[src/rtl/inst_fetch_pkg.sv]
// Shared instruction fetch types: instruction word and IMEM address-width helper macro.
`ifndef INST_FETCH_IMEM_AW
`define INST_FETCH_IMEM_AW(depth) (((depth) > 1) ? $clog2(depth) : 1)
`endif

package inst_fetch_pkg;
  localparam int INST_W = 32;
  typedef logic [INST_W-1:0] instruction_t;
endpackage

[src/rtl/inst_fifo2.sv]
// Two-entry instruction prefetch buffer with synchronous flush.
module inst_fifo2
  import inst_fetch_pkg::*;
(
  input  logic         clk,
  input  logic         rst_n,
  input  logic         flush,
  input  logic         push,
  input  logic         pop,
  input  instruction_t din,
  output instruction_t dout,
  output logic         full,
  output logic         empty,
  output logic [1:0]   count
);
  instruction_t mem [2];
  logic         wr_ptr, rd_ptr;
  logic [1:0]   cnt_q;
  logic         do_push, do_pop;

  assign do_pop  = pop && (cnt_q != 2'd0);
  // A pop frees the slot a same-cycle push may land in.
  assign do_push = push && ((cnt_q != 2'd2) || do_pop);

  always_ff @(posedge clk or negedge rst_n) begin
    if (!rst_n) begin
      wr_ptr <= 1'b0;
      rd_ptr <= 1'b0;
      cnt_q  <= 2'd0;
      mem[0] <= '0;
      mem[1] <= '0;
    end else if (flush) begin
      wr_ptr <= 1'b0;
      rd_ptr <= 1'b0;
      cnt_q  <= 2'd0;
    end else begin
      if (do_push) begin
        mem[wr_ptr] <= din;
        wr_ptr      <= ~wr_ptr;
      end
      if (do_pop) rd_ptr <= ~rd_ptr;
      cnt_q <= cnt_q + {1'b0, do_push} - {1'b0, do_pop};
    end
  end

  assign dout  = mem[rd_ptr];
  assign full  = (cnt_q == 2'd2);
  assign empty = (cnt_q == 2'd0);
  assign count = cnt_q;
endmodule

[src/rtl/inst_fetch.sv]
// Instruction fetch: prefetches program words from IMEM and issues them one at a
// time to the controller, waiting for inst_exec_begins between issues.
module inst_fetch
  import inst_fetch_pkg::*;
#(
  parameter  int IMEM_DEPTH = 256,
  localparam int AW = `INST_FETCH_IMEM_AW(IMEM_DEPTH)
) (
  input  logic          clk,
  input  logic          rst_n,
  input  logic          start,
  input  logic [AW:0]   prog_len,
  input  logic          halt,
  output logic          busy,
  output logic          done,
  output logic          imem_ren,
  output logic [AW-1:0] imem_addr,
  input  instruction_t  imem_rdata,
  output instruction_t  inst,
  output logic          inst_valid,
  input  logic          inst_exec_begins
);
  typedef enum logic [1:0] {IDLE, RUN, WAIT_EXEC, FINISH} state_t;

  state_t       state, state_nxt;
  logic [AW:0]  len_q, fetch_addr, issued, len_sat;
  logic         halt_q, halt_nxt;
  logic         rd_vld_p1;
  logic         ren_nxt, done_nxt;
  logic         fifo_push, fifo_pop, fifo_flush, fifo_full, fifo_empty;
  logic [1:0]   fifo_count;
  logic [2:0]   credits;
  instruction_t fifo_dout;

  function automatic logic [AW:0] sat_len(input logic [AW:0] len);
    return (len > (AW+1)'(IMEM_DEPTH)) ? (AW+1)'(IMEM_DEPTH) : len;
  endfunction

  assign len_sat = sat_len(prog_len);
  // Occupancy plus both read stages still on their way into the buffer.
  assign credits = {1'b0, fifo_count} + {2'b0, imem_ren} + {2'b0, rd_vld_p1};
  assign fifo_push = rd_vld_p1 && (state == RUN || state == WAIT_EXEC) && !halt && !halt_q
                     && (!fifo_full || fifo_pop);

  always_comb begin
    state_nxt  = state;
    halt_nxt   = halt_q;
    done_nxt   = 1'b0;
    fifo_pop   = 1'b0;
    fifo_flush = 1'b0;
    ren_nxt    = 1'b0;
    case (state)
      IDLE: begin
        if (start) begin
          if (len_sat != '0) state_nxt = RUN;
          else               done_nxt  = 1'b1;
        end
      end
      RUN: begin
        if (halt) begin
          state_nxt = FINISH;
        end else if (!fifo_empty) begin
          fifo_pop  = 1'b1;
          state_nxt = WAIT_EXEC;
        end
      end
      WAIT_EXEC: begin
        if (halt) halt_nxt = 1'b1;
        if (inst_exec_begins)
          state_nxt = (halt || halt_q || issued == len_q) ? FINISH : RUN;
      end
      FINISH: begin
        fifo_flush = 1'b1;
        halt_nxt   = 1'b0;
        state_nxt  = IDLE;
      end
      default: state_nxt = IDLE;
    endcase
    if (state != FINISH && state_nxt == FINISH) done_nxt = 1'b1;
    if (state == IDLE)
      ren_nxt = start && (len_sat != '0);
    else
      ren_nxt = (state_nxt == RUN || state_nxt == WAIT_EXEC) && !halt_nxt
                && (fetch_addr < len_q) && (credits < 3'd2);
  end

  always_ff @(posedge clk or negedge rst_n) begin
    if (!rst_n) begin
      state      <= IDLE;
      len_q      <= '0;
      fetch_addr <= '0;
      issued     <= '0;
      halt_q     <= 1'b0;
      rd_vld_p1  <= 1'b0;
      busy       <= 1'b0;
      done       <= 1'b0;
      imem_ren   <= 1'b0;
      imem_addr  <= '0;
      inst_valid <= 1'b0;
      inst       <= '0;
    end else begin
      state      <= state_nxt;
      halt_q     <= halt_nxt;
      rd_vld_p1  <= imem_ren;
      busy       <= (state_nxt != IDLE);
      done       <= done_nxt;
      imem_ren   <= ren_nxt;
      inst_valid <= fifo_pop;
      if (state == IDLE && start) begin
        len_q  <= len_sat;
        issued <= '0;
        if (ren_nxt) begin
          imem_addr  <= '0;
          fetch_addr <= (AW+1)'(1);
        end else begin
          fetch_addr <= '0;
        end
      end else if (ren_nxt) begin
        imem_addr  <= fetch_addr[AW-1:0];
        fetch_addr <= fetch_addr + 1'b1;
      end
      if (fifo_pop) begin
        inst   <= fifo_dout;
        issued <= issued + 1'b1;
      end
    end
  end

  inst_fifo2 u_fifo (
    .clk   (clk),
    .rst_n (rst_n),
    .flush (fifo_flush),
    .push  (fifo_push),
    .pop   (fifo_pop),
    .din   (imem_rdata),
    .dout  (fifo_dout),
    .full  (fifo_full),
    .empty (fifo_empty),
    .count (fifo_count)
  );
endmodule

[config.mk]
export PLATFORM = sky130hd
export DESIGN_NAME = inst_fetch
export DESIGN_NICKNAME = d
export VERILOG_FILES = /design/src/rtl/inst_fetch_pkg.sv /design/src/rtl/inst_fifo2.sv /design/src/rtl/inst_fetch.sv
export SDC_FILE = /design/constraint.sdc
export NUM_CORES = 1
export LEC_CHECK = 0
export ABC_AREA = 1
export BUFFER_PORTS_ARGS = -buffer_cell sky130_fd_sc_hd__buf_2
export CAP_MARGIN = 20
export CELL_PAD_IN_SITES_DETAIL_PLACEMENT = 0
export CELL_PAD_IN_SITES_GLOBAL_PLACEMENT = 1
export CORE_MARGIN = 2
export CORE_UTILIZATION = 43
export DETAILED_ROUTE_END_ITERATION = 8
export MAX_ROUTING_LAYER = met4
export PLACE_DENSITY_LB_ADDON = 0.1
export SYNTH_ARGS = -nofsm -noshare
export SYNTH_HDL_FRONTEND = slang
export SYNTH_HIERARCHICAL = 1
export SYNTH_SLANG_ARGS = --single-unit
[constraint.sdc]
create_clock -name clk -period 2.6 [get_ports clk]
set_input_delay 0.39 -clock clk [delete_from_list [all_inputs] [get_ports clk]]
set_output_delay 0.39 -clock clk [all_outputs]
set_load 0.01 [all_outputs]
==> Flow_metrics.wiki, run 1 <==
{| class="wikitable"
! Metric !! Value
|-
| Initial antenna violation count || 1
|-
| Cell area after synthesis || between 7000 and 8000 sq um
|-
| First-pass GRT wire length || around 30 mm
|-
| Register cell area after layout || 3580 sq um
|-
| Detailed placer's ending HPWL || 11.6 mm
|-
| Signal arrival time at the worst endpoint || 2770 ps
|-
| Area growth from synthesis to final layout || 17.4%
|-
| Number of nets with antenna violations after detailed routing || 0
|-
| Total power density per cell area || 1060 nW/um^2
|-
| Minimum setup slack among reg-to-reg paths || 190 ps
|-
| Unrepaired setup endpoints after global routing || yes
|-
| Number of placement rows || 46
|-
| Final TNS setup || 0 ps
|-
| Post-route clock skew || 7.90 ps
|-
| Hold depth || 3
|-
| Routed wire per std cell || 15.1 microns
|-
| Total wirelength of the detailed-routed design || about 18 mm
|-
| Die Y-Extent || approximately 130 microns
|-
| Yosys cell types || 34
|-
| Origin of the critical flop-to-flop path || state[1]
|-
| Launching element of the worst setup path || state[1]
|-
| Detailed-router iteration count before antenna repair || 5
|-
| Length of routed met3 wiring || ~900 microns
|-
| GRT Util Overall || between 20 and 25%
|-
| Fin. Hold Viols || 0
|-
| Number of warnings issued by yosys || 6
|-
| Routability congestion estimate || around 0.9
|-
| Leakage component of the power || 4.65 nW
|-
| Area after DPL || 7680 sq um
|-
| Hold worst-path end || len_q[7]
|-
| Class of the tightest hold or removal check || in2reg
|-
| Yosys top cell by area || sky130_fd_sc_hd__dfrtp_1
|-
| Met1 Routed Length || between 8 and 9 mm
|-
| Count of clock tree sinks || 143
|-
| WS Path Type || reg2reg
|-
| Setup crit end kind || register
|-
| Core region area || approximately 16000 sq um
|-
| IO buf count || 89
|-
| Gate count after technology mapping || 875
|-
| Root buffer selected by CTS || sky130_fd_sc_hd__clkbuf_16
|-
| Top routing layer used || met4
|-
| R2R Path End || imem_addr[4]
|-
| Logic depth of the worst register-to-register path || 16
|-
| Timing-limited maximum frequency || 0.415 GHz
|-
| IR Drop Worst-Case VDD || 536 uV
|-
| Post-layout nets || 1019
|-
| Net count of the mapped netlist || between 900 and 1000
|-
| Leading cell types in the layout, fill and taps excluded || 402 x sky130_fd_sc_hd__nand2_1, 143 x sky130_fd_sc_hd__dfrtp_1, 88 x sky130_fd_sc_hd__buf_2, 76 x sky130_fd_sc_hd__nand4_1, 47 x sky130_fd_sc_hd__inv_1
|-
| Share of async-settable or async-resettable flops after synthesis || 100%
|-
| Initial cell density of the core || 44.4%
|-
| Number of violations reported at the end of detailed-routing iteration 0 || roughly 360
|-
| Combined area of the multi-input logic cells || 3030 sq um
|-
| Post-route fraction of the period consumed by the critical path || 92.7%
|-
| Type of origin of the critical path || register
|-
| H-tree levels || 4
|-
| Ratio of cells with drive above 1 in the final layout || 16.8%
|-
| Total clock buffers created by CTS || 17
|-
| Vias/cell || 5.14
|-
| Chip width || 133 microns
|-
| Number of I/O pins || 90
|-
| Total of max-cap violations || 0
|-
| Top cells by area in the synthesized netlist || sky130_fd_sc_hd__dfrtp_1 50%, sky130_fd_sc_hd__nand2_1 21%, sky130_fd_sc_hd__nand4_1 6.7%
|-
| Main synth FF type || sky130_fd_sc_hd__dfrtp_1
|-
| Worst-Skew Late Latency || 420 ps
|-
| Final worst path period need || about 2400 ps
|-
| Post-synth EDFFs || 0
|-
| Highest fanout seen on the critical path || 19
|-
| Fillcell total || 1601
|-
| Transition time at the pin with the least slew margin || ~730 ps
|-
| Remaining global-route overflow || 0
|-
| TritonCTS clock tree || done
|-
| Max Slew Vio Count || 0
|-
| Per-instance average area after synthesis || around 8.1 sq um
|-
| Sum of met2 wire segment lengths after detailed routing || 8.41 mm
|-
| Worst min-delay path startpoint || prog_len[7]
|-
| Setup violators final || 0
|-
| Outcome || finished, final reports clean
|-
| Final design area excluding fillers || 8340 sq um
|-
| Area share of the largest cell type after synthesis || 50.4%
|-
| CP Data Required Time || a little under 3000 ps
|-
| Total vias in the final route || 6087
|-
| Most common library cell in the layout ignoring fill and taps || sky130_fd_sc_hd__nand2_1
|-
| Clock edge transition at the registers on the reported setup and hold paths || 60 ps
|-
| CTS Buffer Depth || 2
|-
| Via count of the first global-routing pass || 5945
|-
| Part of the Yosys area used for sequential elements || a little over 50%
|-
| Normalized max-slew margin || between 50% and 60%
|-
| DRC viols || 0
|-
| Overall die area || 17600 sq um
|-
| Flip-flop and latch count after synthesis || 143
|-
| Pin count of the biggest net entering global routing || 67
|}
how the worst max path moves through the flow:
stage / slack, ps / end
after floorplan: 230 / fetch_addr[2]
after global placement: 200 / fetch_addr[1]
after detailed placement: 130 / imem_addr[4]
after CTS: 140 / imem_addr[4]
after global routing: -20 / imem_addr[0]
final: 190 / imem_addr[4]
cell type report:
cell class,instances,share of cell area (%)
antenna,1,0.0300
clock buffer,22,5.80
clock inverter,10,1.87
inverter,54,2.43
multi-input combinational,629,36.3
sequential,143,42.9
tap,216,3.24
timing repair buffer,109,7.39
layer usage:
layer,vias to the layer above,track usage (%)
met1,2932,28.8
met3,17,5.36
met4,0,6.51
met5,-,-
met2,152,33.6
li1,2986,-
critical path, stage by stage (launching register included):
cell	delay, ps
sky130_fd_sc_hd__dfrtp_1	420
sky130_fd_sc_hd__inv_1	140
sky130_fd_sc_hd__ha_1	240
sky130_fd_sc_hd__nand2_1	100
sky130_fd_sc_hd__inv_2	60
sky130_fd_sc_hd__nand2_1	60
sky130_fd_sc_hd__o21ai_1	90
sky130_fd_sc_hd__inv_2	40
sky130_fd_sc_hd__nand2_1	90
sky130_fd_sc_hd__inv_2	40
sky130_fd_sc_hd__ha_1	280
sky130_fd_sc_hd__nand2_2	60
sky130_fd_sc_hd__nor2_4	120
sky130_fd_sc_hd__nand3_4	220
sky130_fd_sc_hd__nand2_4	210
sky130_fd_sc_hd__nand3_1	90
sky130_fd_sc_hd__nand2_1	80
cell families (layout without fill, tap and decap cells):
kind of cell	after synthesis	count (layout)	synth area share [%]
flip-flops	143	143	50.4
XOR/XNOR	13	13	1.60
buffers and inverters	103	195	7.36
other	0	1	0
adder cells (fa/ha/maj)	19	19	3.35
multiplexers	1	1	0.141
AND/OR/NAND/NOR	554	554	33.9
AO/OA/AOI/OAI	42	42	3.33
repair_timing:
action | in CTS | in global routing
setup endpoints to repair | 0 | 28
resized for setup | 0 | 2
hold endpoints to repair | 10 | 0
hold buffers | 1 | 0
setup buffers | 0 | 0
synth_stat cells, types with 4 or more instances:
| library cell | number |
|---|---|
| sky130_fd_sc_hd__xor2_1 | 10 |
| sky130_fd_sc_hd__a21oi_1 | 13 |
| sky130_fd_sc_hd__nor2_1 | 24 |
| sky130_fd_sc_hd__ha_1 | 19 |
| sky130_fd_sc_hd__buf_2 | 22 |
| sky130_fd_sc_hd__inv_2 | 7 |
| sky130_fd_sc_hd__inv_1 | 47 |
| sky130_fd_sc_hd__o21ai_0 | 15 |
| sky130_fd_sc_hd__o21ai_1 | 4 |
| sky130_fd_sc_hd__dfrtp_1 | 143 |
| sky130_fd_sc_hd__buf_4 | 9 |
| sky130_fd_sc_hd__buf_6 | 10 |
| sky130_fd_sc_hd__nand3_1 | 30 |
| sky130_fd_sc_hd__nand2_1 | 403 |
| sky130_fd_sc_hd__nand4_1 | 76 |
| sky130_fd_sc_hd__nor3_1 | 6 |
| sky130_fd_sc_hd__clkbuf_1 | 8 |
through the flow:
stage	total power, mW	setup slack [ps]	util (%)	std cells	hold slack, ps
2_1_floorplan	5.46	234	-	875	94.4
3_3_place_gp	6.20	196	48.0	1150	446
3_5_place_dp	6.27	133	48.0	1150	446
4_1_cts	8.94	137	52.0	1183	211
5_1_grt	9.55	-17.2	52.1	1184	228
6_report	8.88	190	52.1	1184	231
where the power goes:
part           switching [mW]  internal (mW)  total (mW)
sequential              0.407           2.82        3.23
clock                   0.927           1.70        2.63
combinational            2.02          0.994        3.02
total                    3.36           5.52        8.88
sequential cells by signal (all words and copies together) (netlist names):
name,flops
u_fifo/mem,64
inst,32
fetch_addr,9
issued,9
len_q,9
imem_addr,8
state,2
u_fifo/count,2
busy,1
done,1
halt_q,1
imem_ren,1
inst_valid,1
rd_vld_p1,1
u_fifo/rd_ptr,1
u_fifo/wr_ptr,1
Power figures use the tool's default switching activity.
==> inputs of run 2 (changes only) <==
--- a/config.mk
+++ b/config.mk
@@ -11,11 +11,10 @@
 export CELL_PAD_IN_SITES_DETAIL_PLACEMENT = 0
 export CELL_PAD_IN_SITES_GLOBAL_PLACEMENT = 1
 export CORE_MARGIN = 2
-export CORE_UTILIZATION = 43
+export CORE_UTILIZATION = 44
 export DETAILED_ROUTE_END_ITERATION = 8
 export MAX_ROUTING_LAYER = met4
 export PLACE_DENSITY_LB_ADDON = 0.1
 export SYNTH_ARGS = -nofsm -noshare
 export SYNTH_HDL_FRONTEND = slang
-export SYNTH_HIERARCHICAL = 1
 export SYNTH_SLANG_ARGS = --single-unit
==> constraint.sdc (replaced) <==
create_clock -name clk -period 2.6 [get_ports clk]
set_input_delay 0.52 -clock clk [delete_from_list [all_inputs] [get_ports clk]]
set_output_delay 0.52 -clock clk [all_outputs]
set_load 0.01 [all_outputs]
==> Flow_metrics.wiki, run 2 <==
{| class="wikitable"
! Metric !! Value
|-
| WS Path Type || reg2reg
|-
| Setup crit end kind || register
|-
| Non-filler instance count after layout || 1034 (-13%)
|-
| Routability congestion estimate || 0.833 (-6.5%)
|-
| Fin. Hold Viols || 0 (unchanged)
|-
| P_int || 5.89 mW (+6.7%)
|-
| Antenna Cells || 0 (-1)
|-
| Unrepaired setup endpoints after global routing || no
|-
| Part of the Yosys area used for sequential elements || 54.2% (+3.8 points)
|-
| H-tree levels || 4 (unchanged)
|-
| TritonCTS clock tree || done
|-
| Highest fanout seen on the critical path || 15 (-4)
|-
| Outcome || finished, final reports clean
|-
| Routed wire per std cell || 14.2 microns (-5.7%)
|-
| Total power density per cell area || 1200 nW/um^2 (+13%)
|-
| Cell area after synthesis || 6600 sq um (-7.1%)
|-
| Total clock buffers created by CTS || 17 (unchanged)
|-
| Vias/cell || 5.01 (-2.6%)
|-
| Instance count after placement with tap cells included || 1002 (-13%)
|-
| DRC viols || 0 (unchanged)
|-
| Pin count of the biggest net entering global routing || 71 (+6.0%)
|-
| Most common library cell in the layout ignoring fill and taps || sky130_fd_sc_hd__nand2_1
|-
| Top flop regs || u_fifo.mem x64, inst x32
|-
| CP Data Required Time || 2900 ps (-60 ps)
|-
| Fillcell total || 1344 (-16%)
|-
| Flip-flop and latch count after synthesis || 143 (unchanged)
|-
| Top cells by area in the synthesized netlist || sky130_fd_sc_hd__dfrtp_1 54%, sky130_fd_sc_hd__nand2_1 10%, sky130_fd_sc_hd__inv_1 5.2%
|-
| Hold_buf cts || 0 (-1)
|-
| Number of nets with antenna violations after detailed routing || 0 (unchanged)
|-
| Share of async-settable or async-resettable flops after synthesis || 100% (unchanged)
|-
| Detailed-router iteration count before antenna repair || 5 (unchanged)
|-
| Register containing the most flip-flops in the final layout || u_fifo.mem
|-
| Root buffer selected by CTS || sky130_fd_sc_hd__clkbuf_16
|-
| Number of I/O pins || 90 (unchanged)
|-
| Normalized max-slew margin || 44.8% (-6.2 points)
|-
| Clock edge transition at the registers on the reported setup and hold paths || 60 ps (about the same)
|-
| Switching power summed over all nets || 3.53 mW (+5.1%)
|-
| GRT Util Overall || 20.4% (-1.5 points)
|-
| Leakage component of the power || 4.17 nW (-10%)
|-
| Core region area || 14600 sq um (-8.8%)
|-
| Yosys top cell by area || sky130_fd_sc_hd__dfrtp_1
|-
| Commonest cells in the netlist || 180 x sky130_fd_sc_hd__nand2_1, 143 x sky130_fd_sc_hd__dfrtp_1, 92 x sky130_fd_sc_hd__inv_1
|-
| Net count of the mapped netlist || 812 (-14%)
|-
| Post-Route Hold Slack || 79.8 ps (-151 ps)
|-
| IR Drop Worst-Case VDD || 594 uV (+11%)
|-
| First-pass GRT wire length || 25.3 mm (-15%)
|-
| Worst-Skew Late Latency || 420 ps (about the same)
|-
| Die Y-Extent || 126 microns (-4.6%)
|-
| Total wirelength of the detailed-routed design || 14.7 mm (-18%)
|-
| Max FFs per register || 64 (unchanged)
|-
| Post-synth EDFFs || 0 (unchanged)
|-
| Via count of the first global-routing pass || 5137 (-14%)
|-
| Detailed placer's ending HPWL || 9.60 mm (-17%)
|-
| Initial cell density of the core || 45.2% (+0.84 points)
|-
| Area growth from synthesis to final layout || 18.6%
|-
| Sw Ratio || 37.5% (-0.37 points)
|-
| Post-layout nets || 902 (-11%)
|-
| Signal arrival time at the worst endpoint || 2630 ps (-140 ps)
|-
| Count of clock tree sinks || 143 (unchanged)
|-
| Clock share of power || 25.4% (-4.2 points)
|-
| Ratio of cells with drive above 1 in the final layout || 19.5% (+2.8 points)
|-
| Leading cell types in the layout, fill and taps excluded || 179 x sky130_fd_sc_hd__nand2_1, 143 x sky130_fd_sc_hd__dfrtp_1, 91 x sky130_fd_sc_hd__inv_1, 89 x sky130_fd_sc_hd__nor2_1, 88 x sky130_fd_sc_hd__buf_2
|-
| Number of placement rows || 44 (-4.3%)
|-
| Setup violators final || 0 (unchanged)
|-
| Post-route fraction of the period consumed by the critical path || 89.6% (-3.0 points)
|-
| CTS Buffer Depth || 2 (unchanged)
|-
| Logic pwr share || 34.9% (+0.9 points)
|-
| Chip width || 126 microns (-4.6%)
|-
| Overall die area || 16000 sq um (-8.9%)
|-
| Relative contribution of sequential cells to total power || 39.6% (+3.3 points)
|-
| Per-instance average area after synthesis || 8.84 sq um (+8.8%)
|-
| Number of warnings issued by yosys || 0 (-6)
|-
| Timing-limited maximum frequency || 0.429 GHz (+3.4%)
|-
| Initial antenna violation count || 0 (-1)
|-
| Total of max-cap violations || 0 (unchanged)
|-
| Cell with the most instances after synthesis || sky130_fd_sc_hd__nand2_1
|-
| Yosys cell types || 35 (+2.9%)
|-
| Total power || 9.42 mW (+6.1%)
|-
| Transition time at the pin with the least slew margin || 828 ps (+94.0 ps)
|-
| Max Slew Vio Count || 0 (unchanged)
|-
| Area share of the largest cell type after synthesis || 54.2% (+3.8 points)
|-
| Number of violations reported at the end of detailed-routing iteration 0 || 341 (-5.5%)
|-
| Post-route clock skew || 6.03 ps (-1.88 ps)
|-
| Main synth FF type || sky130_fd_sc_hd__dfrtp_1
|-
| Final worst path period need || 2330 ps (-79.2 ps)
|-
| Utilization of the core after routing || 53.7% (+1.5 points)
|-
| IO buf count || 89 (unchanged)
|-
| Final TNS setup || 0 ps (unchanged)
|-
| Gate count after technology mapping || 747 (-15%)
|-
| Remaining global-route overflow || 0 (unchanged)
|-
| Class of the tightest hold or removal check || in2async
|-
| Type of origin of the critical path || register
|-
| Total vias in the final route || 5180 (-15%)
|}
[run 2: cell types whose count changed after synthesis, sizes merged, moves of 7 or more]
cell,change
o31ai,+30
nand3,-11
nand2,-224
inv,+40
nor2,+63
o21ai,+63
a21oi,-8
nand4,-69
buf,-24
o22ai,+7
[run 2: timing repair]
action / 4_1_cts / 5_1_grt
setup endpoints to repair: 0 / 18
setup buffers: 0 / 0
gates resized for setup: 0 / 3
[run 2: worst paths after layout]
kind                                 from             end  slack [ps]  cells after the start
setup / recovery                 state[0]   fetch_addr[2]         270                     14
hold / removal                      rst_n        inst[28]          80                      1
setup reg to reg                 state[0]   fetch_addr[2]         270                     14
hold reg to reg                  imem_ren       rd_vld_p1         460                      0
max in group asynchronous           rst_n          halt_q        1860                      2
min in group clk           imem_rdata[28]  u_fifo.mem[60]         360                      3
[run 2: stage by stage]
step | setup WS, ps | instance area (sq um)
after floorplan | 409 | 6600
after global placement | 139 | 7240
after detailed placement | 41.9 | 7240
after CTS | 130 | 7830
after global routing | 13.0 | 7830
final | 270 | 7830
[run 2: critical path: stages (launching register included)]
cell and delay, ps:
sky130_fd_sc_hd__dfrtp_1 430, sky130_fd_sc_hd__inv_1 100, sky130_fd_sc_hd__ha_1 260, sky130_fd_sc_hd__inv_2 120, sky130_fd_sc_hd__and3_1 160, sky130_fd_sc_hd__nand2_1 50
sky130_fd_sc_hd__nand2_1 70, sky130_fd_sc_hd__inv_1 60, sky130_fd_sc_hd__ha_1 260, sky130_fd_sc_hd__nand2_1 60, sky130_fd_sc_hd__nor2_2 160, sky130_fd_sc_hd__nand3_2 110
sky130_fd_sc_hd__buf_4 210, sky130_fd_sc_hd__nand2_1 70, sky130_fd_sc_hd__o21ai_0 70
[run 2: cells by family after synthesis]
family,share of synthesized area (%)
fa+ha+maj,3.60
xor+xnor,1.99
compound gates,13.3
mux,0.303
flops,54.2
simple gates,18.5
buf+inv,8.04
[run 2: final cells by class]
type                            instances  area (sq um)  area share [%]
Clock buffer                           18           439            5.61
Clock inverter                         14           141            1.81
Inverter                               95           357            4.55
Multi-Input combinational cell        478          2500            31.9
Sequential cell                       143          3580            45.7
Tap cell                              184           230            2.94
Timing Repair Buffer                  102           587            7.49
[run 2: metal layers]
layer / up-vias / GRT usage, % / part of all wire [%]
met5: - / - / 0
met4: 0 / 5.82 / 1.3
met3: 13 / 4.89 / 3.8
met2: 105 / 31.6 / 47
met1: 2477 / 27.0 / 48
li1: 2585 / - / -
[run 2: power by group through the flow]
stage / logic [mW] / clock network [mW] / registers [mW]
finish: 3.29 / 2.39 / 3.73
global route: 3.80 / 2.55 / 3.86
CTS: 3.32 / 2.46 / 3.73
detailed placement: 3.30 / 0 / 3.75
global placement: 3.22 / 0 / 3.73
floorplan: 2.22 / 0 / 3.76
==> inputs of run 3 (changes only) <==
--- a/config.mk
+++ b/config.mk
@@ -10,6 +10,7 @@
 export CAP_MARGIN = 20
 export CELL_PAD_IN_SITES_DETAIL_PLACEMENT = 0
 export CELL_PAD_IN_SITES_GLOBAL_PLACEMENT = 1
+export CORE_ASPECT_RATIO = 1.25
 export CORE_MARGIN = 2
 export CORE_UTILIZATION = 44
 export DETAILED_ROUTE_END_ITERATION = 8
==> Flow_metrics.wiki, run 3 (synthesized netlist as in run 2, its figures left out) <==
{| class="wikitable"
! Metric !! Value
|-
| Post-layout nets || 904 (+0.22%)
|-
| Highest fanout seen on the critical path || 10 (-5)
|-
| H-tree levels || 4 (unchanged)
|-
| CP Data Required Time || 2890 ps (about the same)
|-
| Total vias in the final route || 5132 (-0.93%)
|-
| Register containing the most flip-flops in the final layout || u_fifo.mem
|-
| Top flop regs || u_fifo.mem x64, inst x32
|-
| Total power density per cell area || 1190 nW/um^2 (-1.0%)
|-
| Ratio of cells with drive above 1 in the final layout || 19.5% (-0.072 points)
|-
| Total of max-cap violations || 0 (unchanged)
|-
| Worst-Skew Late Latency || 410 ps (about the same)
|-
| TritonCTS clock tree || done
|-
| Hold_buf cts || 0 (unchanged)
|-
| Most common library cell in the layout ignoring fill and taps || sky130_fd_sc_hd__nand2_1
|-
| Number of I/O pins || 90 (unchanged)
|-
| Count of clock tree sinks || 143 (unchanged)
|-
| Overall die area || 16000 sq um (about the same)
|-
| DRC viols || 0 (unchanged)
|-
| GRT Util Overall || 20.7% (+0.24 points)
|-
| Initial antenna violation count || 0 (unchanged)
|-
| Number of placement rows || 50 (+14%)
|-
| Max FFs per register || 64 (unchanged)
|-
| Pin count of the biggest net entering global routing || 65 (-8.5%)
|-
| Total power || 9.32 mW (-1.0%)
|-
| Normalized max-slew margin || 65.1% (+20 points)
|-
| Signal arrival time at the worst endpoint || 2600 ps (-30 ps)
|-
| Min setup slack post-route || 295 ps (+25.7 ps)
|-
| Outcome || finished, final reports clean
|-
| Clock edge transition at the registers on the reported setup and hold paths || 60 ps (about the same)
|-
| Setup crit end kind || register
|-
| Fin. Hold Viols || 0 (unchanged)
|-
| Routed wire per std cell || 14.6 microns (+2.6%)
|-
| Final design area excluding fillers || 7830 sq um (unchanged)
|-
| Final worst path period need || 2300 ps (-25.7 ps)
|-
| Timing-limited maximum frequency || 0.434 GHz (+1.1%)
|-
| First-pass GRT wire length || 25.2 mm (-0.68%)
|-
| Post-placement setup slack || 178 ps (+136 ps)
|-
| Post-route clock skew || 10.1 ps (+4.10 ps)
|-
| Chip width || 114 microns (-10%)
|-
| Area after DPL || 7270 sq um (+0.35%)
|-
| Total wirelength of the detailed-routed design || 15.0 mm (+2.2%)
|-
| Routability congestion estimate || 0.862 (+3.4%)
|-
| Initial cell density of the core || 44.5% (-0.73 points)
|-
| Setup violators final || 0 (unchanged)
|-
| Core region area || 14800 sq um (+1.6%)
|-
| Type of origin of the critical path || register
|-
| Die Y-Extent || 141 microns (+11%)
|-
| Number of nets with antenna violations after detailed routing || 0 (unchanged)
|-
| Number of violations reported at the end of detailed-routing iteration 0 || 204 (-40%)
|-
| Root buffer selected by CTS || sky130_fd_sc_hd__clkbuf_16
|-
| Remaining global-route overflow || 0 (unchanged)
|-
| Class of the tightest hold or removal check || in2async
|-
| Vias/cell || 4.98 (-0.54%)
|-
| Final TNS setup || 0 ps (unchanged)
|-
| Post-route fraction of the period consumed by the critical path || 88.6% (-0.99 points)
|-
| Number of setup buffers added after CTS || 0 (unchanged)
|-
| WS Path Type || reg2reg
|-
| IO buf count || 89 (unchanged)
|-
| Unrepaired setup endpoints after global routing || no
|-
| Max Slew Vio Count || 0 (unchanged)
|-
| Leakage component of the power || 4.18 nW (+0.23%)
|-
| IR Drop Worst-Case VDD || 609 uV (+2.5%)
|-
| Area growth from synthesis to final layout || 18.6% (unchanged)
|-
| CTS Buffer Depth || 2 (unchanged)
|-
| Leading cell types in the layout, fill and taps excluded || 179 x sky130_fd_sc_hd__nand2_1, 142 x sky130_fd_sc_hd__dfrtp_1, 91 x sky130_fd_sc_hd__inv_1, 89 x sky130_fd_sc_hd__nor2_1, 88 x sky130_fd_sc_hd__buf_2
|-
| Transition time at the pin with the least slew margin || 520 ps (-307 ps)
|-
| Via count of the first global-routing pass || 5174 (+0.72%)
|-
| Antenna Cells || 0 (unchanged)
|-
| Detailed placer's ending HPWL || 10.3 mm (+7.1%)
|-
| Detailed-router iteration count before antenna repair || 7 (+2)
|-
| Total clock buffers created by CTS || 17 (unchanged)
|}
run 3: area by class of cell:
class	instances	area, sq um
sequential	143	3580
inverter	95	357
clock inverter	6	60.1
multi-input combinational	478	2500
timing repair buffer	104	614
tap	182	228
fill	1422	7000
clock buffer	22	494
run 3: report_power, final:
| group | total [mW] | switching (mW) | internal (mW) |
|---|---|---|---|
| logic | 3.29 | 1.99 | 1.30 |
| registers | 3.76 | 0.600 | 3.16 |
| clock network | 2.27 | 0.859 | 1.41 |
run 3: through the flow:
stage | hold slack [ps] | utilization [%] | cells
floorplan | 224 | - | 747
global placement | 443 | 49.0 | 1002
detailed placement | 436 | 49.0 | 1002
CTS | 49.4 | 52.8 | 1030
global route | 64.9 | 52.8 | 1030
finish | 42.0 | 52.8 | 1030
run 3: final timing paths:
kind,startpoint,end,slack [ps],cells past startpoint
setup / recovery,state[1],imem_addr[1],300,14
hold / removal,rst_n,inst[27],40,1
setup reg to reg,state[1],imem_addr[1],300,14
hold reg to reg,imem_ren,rd_vld_p1,440,0
max in group asynchronous,rst_n,state[0],1800,2
min in group clk,imem_rdata[22],u_fifo.mem[22],360,3
run 3: repair_timing:
action / CTS / global route
hold endpoints to repair: 0 / 0
resized for setup: 0 / 4
setup endpoints to repair: 0 / 16
run 3: layer usage:
layer	vias to the layer above	GRT usage [%]	share of wire, %
met4	0	7.25	1.9
met3	22	4.64	3.5
li1	2579	-	-
met1	2448	24.2	44
met2	83	35.0	50
met5	-	-	0
run 3: worst max-delay path, cell delays in order (launching register included):
cell and delay [ps]:
sky130_fd_sc_hd__dfrtp_1 410, sky130_fd_sc_hd__inv_1 110, sky130_fd_sc_hd__ha_1 240, sky130_fd_sc_hd__inv_2 120, sky130_fd_sc_hd__and3_1 170, sky130_fd_sc_hd__nand2_1 50, sky130_fd_sc_hd__nand2_1 70, sky130_fd_sc_hd__inv_1 60
sky130_fd_sc_hd__ha_1 260, sky130_fd_sc_hd__nand2_1 60, sky130_fd_sc_hd__nor2_2 160, sky130_fd_sc_hd__nand3_2 110, sky130_fd_sc_hd__buf_4 200, sky130_fd_sc_hd__nand3_1 80, sky130_fd_sc_hd__nand2_1 70
